--- src/rtl/srl_32_core.sv ---
// 32-bit logical right shifter (MIPS SRL): log2 barrel shifter with a combinational
// result for single-cycle use and a registered result with a matching valid flag.
module srl_32_core (
    input  logic        clk,
    input  logic        rst_n,
    input  logic        in_valid,
    input  logic [31:0] rt,
    input  logic [4:0]  shamt,
    output logic [31:0] rd,
    output logic        out_valid,
    output logic [31:0] rd_comb
);

    localparam int unsigned WIDTH = 32;
    localparam int unsigned SHW   = 5;

    // stage[k] holds rt after the shifts selected by shamt[k-1:0]
    logic [WIDTH-1:0] stage [SHW+1];

    assign stage[0] = rt;

    for (genvar k = 0; k < SHW; k++) begin : g_stage
        localparam int unsigned DIST = 2 ** k;
        assign stage[k+1] = shamt[k] ? {{DIST{1'b0}}, stage[k][WIDTH-1:DIST]} : stage[k];
    end

    assign rd_comb = stage[SHW];

    // Result register holds across idle cycles so stray X on rt/shamt never lands in rd
    always_ff @(posedge clk or negedge rst_n) begin
        if (!rst_n) begin
            rd        <= '0;
            out_valid <= 1'b0;
        end else begin
            out_valid <= in_valid;
            if (in_valid) begin
                rd <= rd_comb;
            end
        end
    end

endmodule

--- config.mk ---
export PLATFORM = sky130hd
export DESIGN_NAME = srl_32_core
export DESIGN_NICKNAME = d
export VERILOG_FILES = /design/src/rtl/srl_32_core.sv
export SDC_FILE = /design/constraint.sdc
export NUM_CORES = 1
export LEC_CHECK = 0
export ABC_CLOCK_PERIOD_IN_PS = 5500
export BUFFER_PORTS_ARGS = -buffer_cell sky130_fd_sc_hd__buf_2
export CAP_MARGIN = 30
export CORE_ASPECT_RATIO = 1.25
export CORE_UTILIZATION = 46
export CTS_BUF_LIST = sky130_fd_sc_hd__clkbuf_8 sky130_fd_sc_hd__clkbuf_16
export DETAILED_ROUTE_END_ITERATION = 10
export PLACE_DENSITY = 0.85
export SYNTH_ARGS = -nofsm -noshare
export SYNTH_HDL_FRONTEND = slang
export SYNTH_SLANG_ARGS = --single-unit
--- constraint.sdc ---
create_clock -name clk -period 5.5 [get_ports clk]
set_input_delay 1.1 -clock clk [delete_from_list [all_inputs] [get_ports clk]]
set_output_delay 1.1 -clock clk [all_outputs]
set_load 0.05 [all_outputs]
Word level (Yosys, flattened, before mapping)
Cells that the tools add are included.

Muxes and demuxes: 5.

Operator list (count): 2-to-1 mux 32 bit (5).

Register bits after elaboration: 33. Input port bits: 40. Output and inout bits: 65. Logic and storage cells: 7.

Logic depth before layout (Yosys ltp)
Depth in word-level cells: 5. Gate-level depth with buffers: 8. Gate-level depth less buffers: 5.

Least setup slack after synthesis
Ideal clock, no wire load.

Path kind: input-to-output. From: input port shamt[2]. To: output port rd_comb[0]. Arrival time: 3263 ps. Data required time: 4400 ps. Setup slack: 1137 ps. Stages on the path: 6. Path buffers: 2. Path through: buf_2 buf_1 mux4_2 mux2_2 nor2_1 a211oi_1.

Word-level cells in the longest chain between the ends: 3.

RTL lines: start, declared (line 8) `input logic [4:0] shamt,`; 2-to-1 mux 32 bit (3 in series) (line 24) `assign stage[k+1] = shamt[k] ? {{DIST{1'b0}}, stage[k][WIDTH-1:DIST]} : stage[k];`; end, declared (line 11) `output logic [31:0] rd_comb`.

Every way passes these cells.

Final worst setup path
From: input port shamt[2]. To: output port rd_comb[11].

The elaborated chain is that of the path after synthesis.

==> flow_summary.yaml <==
drt:
  vias: 2626
  drtIter0Drc: 234
  dr.pass1.iters: 4
  ant_nets: 0
  vias_per_cell: 5.97
  drc: 0
  wl_mm: 8.06
  routedWlPerCell_um: 18.3
clock_network:
  cts_resized: 0
  ctsHoldBuffers: 0
  cts_sinks: 33
  cts_max_level: 2
  tritoncts: "built"
  cts_made_buffers: 5
  clock-root-buffer: "clkbuf_8"
  clk_pin_slew_ps: 60
  cts_max_path_buffers: 2
  post_cts.repair.setup_buffers: 0
  clkLatencyLatePin_ps: 290
power:
  combinationalPowerShare_pct: 51.0
  p_sw_share_pct: 46.1
  p_leak_uw: 0.00169
  power_frac_clock_pct: 18.7
  switching_power_uw: 434
  power.internal_uw: 507
  p_per_area_nw_per_um2: 264
  seqPwrFrac_pct: 30.3
  ir_drop_mv: 0.127
floorplanning:
  ios: 105
  core.rowCount: 32
  dieWidth_um: 73.5
  coreArea_sq_um: 6170
  die-area_sq_um: 6720
  start_util_pct: 47.7
  die_y_um: 91.4
min_path:
  hold-path-cell-count: 2
  whs_endpoint: "rd[3]$_DFFE_PN0P_"
  hold_class: "reg2reg"
  holdCritStartpoint: "rd[3]$_DFFE_PN0P_"
sta:
  worst_slew_pin_slew_ps: 910
  rsz0062_at_grt: "no"
  setup_violations: 0
  holdWs_ps: 487
  period_share_pct: 79.8
  hold_viol: 0
  maxSlewViolCount: 0
  fmax_mhz: 228
  slew-limit-headroom_pct: 39.3
  finalSetupTns_ps: 0
  period_needed_ps: 4390
  skew_ps: 0
  layout_setup_ws_ps: 1110
setup_path:
  required_ps: 4400
  r2r-start: "rd[14]$_DFFE_PN0P_"
  cp_top_family: "buffers and inverters"
  cpMostUsedCell: "buf_2"
  cp_num_buf_inv: 2
  r2r_end: "rd[14]$_DFFE_PN0P_"
  crit_fanout: 43
  max_stage_delay_ps: 690
  crit_path_start: "shamt[2]"
  cp_slowest_cell: "buf_2"
  critPathArrivalTime_ps: 3290
  r2r_slack_ps: 4730
  path_class: "in2out"
  cp-end-kind: "output pin"
  critPathLaunchType: "input pin"
  worstPathCellList: "buf_2 > mux2i_1 > o21ai_1 > a211oi_1 > o32ai_1 > buf_2"
  rr_worst_depth: 1
logic_synthesis:
  synth.area.top_cells: "dfrtp_1 28%, mux4_2 22%, mux2_2 13%"
  synth.distinct_cells: 42
  synth_edf_count: 0
  netlist_instances: 264
  synth_top_area_share_pct: 28.1
  syn_area_sq_um: 2940
  ys_ff_latch: 33
  avgSynthCellArea_sq_um: 11.1
  ys_seq_area_share_pct: 28.1
  synthFlopType: "dfrtp_1"
  synth.net_count: 304
  synth_warnings: 0
  synth_largest_area_cell: "dfrtp_1"
  async_reset_ff_share_pct: 100
final_layout:
  stdcell_count: 440
  fin_util_pct: 57.9
  drive_gt1_share_pct: 50.7
  finalNetCount: 394
  area_growth_syn_to_layout_pct: 21.3
  diodes: 0
global_route:
  grt_pass1_vias: 2558
  grt_start_max_net_pins: 44
  grt_remaining_overflow: 0
  antenna_found_initial: 0
  globalRouteTotalUtil_pct: 25.0
  grt_pass1_wl_mm: 12.9
outcome:
  status: "completed"
placement:
  dp_worst_setup_slack_ps: 1100
  portBuffers: 104
  dp_hpwl_mm: 6.32
  gp_congestion: 0.924
  dp.cells: 432
flow_run:
  maxCapViolations: 0
==> registers in the layout, summed over array words and instances, names as in the netlist <==
register	cells
rd	32
out_valid	1
==> metal layers <==
layer	global-route usage [%]	wire length, um	part of all wire, %
met1	32.3	3260	40
met2	41.5	4150	51
met4	10.7	264	3.3
met3	3.11	386	4.8
met5	0	0	0
==> final cells by class <==
type	instances	area, sq um
multi-input combinational	204	1990
timing repair buffer	106	548
tap	85	106
fill	547	2590
inverter	4	15.0
sequential	33	826
clock buffer	5	68.8
clock inverter	3	17.5
==> per-stage QoR <==
step / power [uW] / cell area (sq um)
global placement: 757 / 3460
floorplan: 649 / 2940
CTS: 944 / 3570
finish: 941 / 3570
global route: 983 / 3570
detailed placement: 768 / 3480
==> worst max path at each step <==
stage                  endpoint  depth (start not counted)
floorplan            rd_comb[0]                          6
global placement     rd_comb[7]                          5
detailed placement   rd_comb[2]                          6
CTS                  rd_comb[2]                          6
global route        rd_comb[17]                          6
finish              rd_comb[11]                          6
==> power by group through the flow <==
| stage | Combinational, uW | Clock [uW] | Sequential (uW) |
|---|---|---|---|
| 2_1_floorplan | 255 | 0 | 394 |
| 3_3_place_gp | 469 | 0 | 288 |
| 3_5_place_dp | 478 | 0 | 290 |
| 4_1_cts | 478 | 180 | 286 |
| 5_1_grt | 503 | 191 | 289 |
| 6_report | 480 | 176 | 285 |
==> Yosys cell counts, types with 3 or more instances <==
cell / instances
nand2_1: 19
o31ai_1: 4
mux4_2: 29
clkbuf_1: 9
o2bb2ai_1: 5
nor2_1: 28
nor2b_1: 3
a211oi_1: 5
o32ai_1: 4
o22ai_1: 5
buf_4: 3
dfrtp_1: 33
mux2i_1: 21
mux2_2: 33
a21oi_1: 4
and2_1: 3
buf_2: 6
o21ai_1: 6
and3_1: 4
buf_1: 4
a22oi_1: 3
==> cells by family after synthesis <==
family	synth area share, %
compound gates	12.4
buf+inv	4.34
flops	28.1
mux	45.2
simple gates	10.0
==> cell usage in the layout, fill, tap and decap left out, types with 2 or more instances in the layout <==
| cell type | instances |
|---|---|
| nor2_1 | 28 |
| mux4_1 | 2 |
| o22ai_1 | 5 |
| o2bb2ai_1 | 5 |
| a22oi_1 | 3 |
| mux2_4 | 2 |
| dfrtp_1 | 33 |
| mux2i_1 | 21 |
| nand3b_1 | 2 |
| mux2_2 | 33 |
| clkbuf_8 | 5 |
| clkinv_2 | 2 |
| nand2_1 | 19 |
| inv_1 | 2 |
| nor3_1 | 2 |
| a2111oi_0 | 2 |
| a21oi_1 | 4 |
| o21a_1 | 2 |
| mux4_2 | 29 |
| o22a_1 | 2 |
| o21ai_1 | 6 |
| a31oi_1 | 2 |
| nand3_1 | 2 |
| and2_1 | 3 |
| nor2b_1 | 3 |
| o31ai_1 | 4 |
| nand2b_1 | 2 |
| a21o_1 | 2 |
| and3_1 | 4 |
| o32ai_1 | 4 |
| buf_2 | 104 |
| a211oi_1 | 5 |
Note: power is estimated with default switching activity, not from simulation.
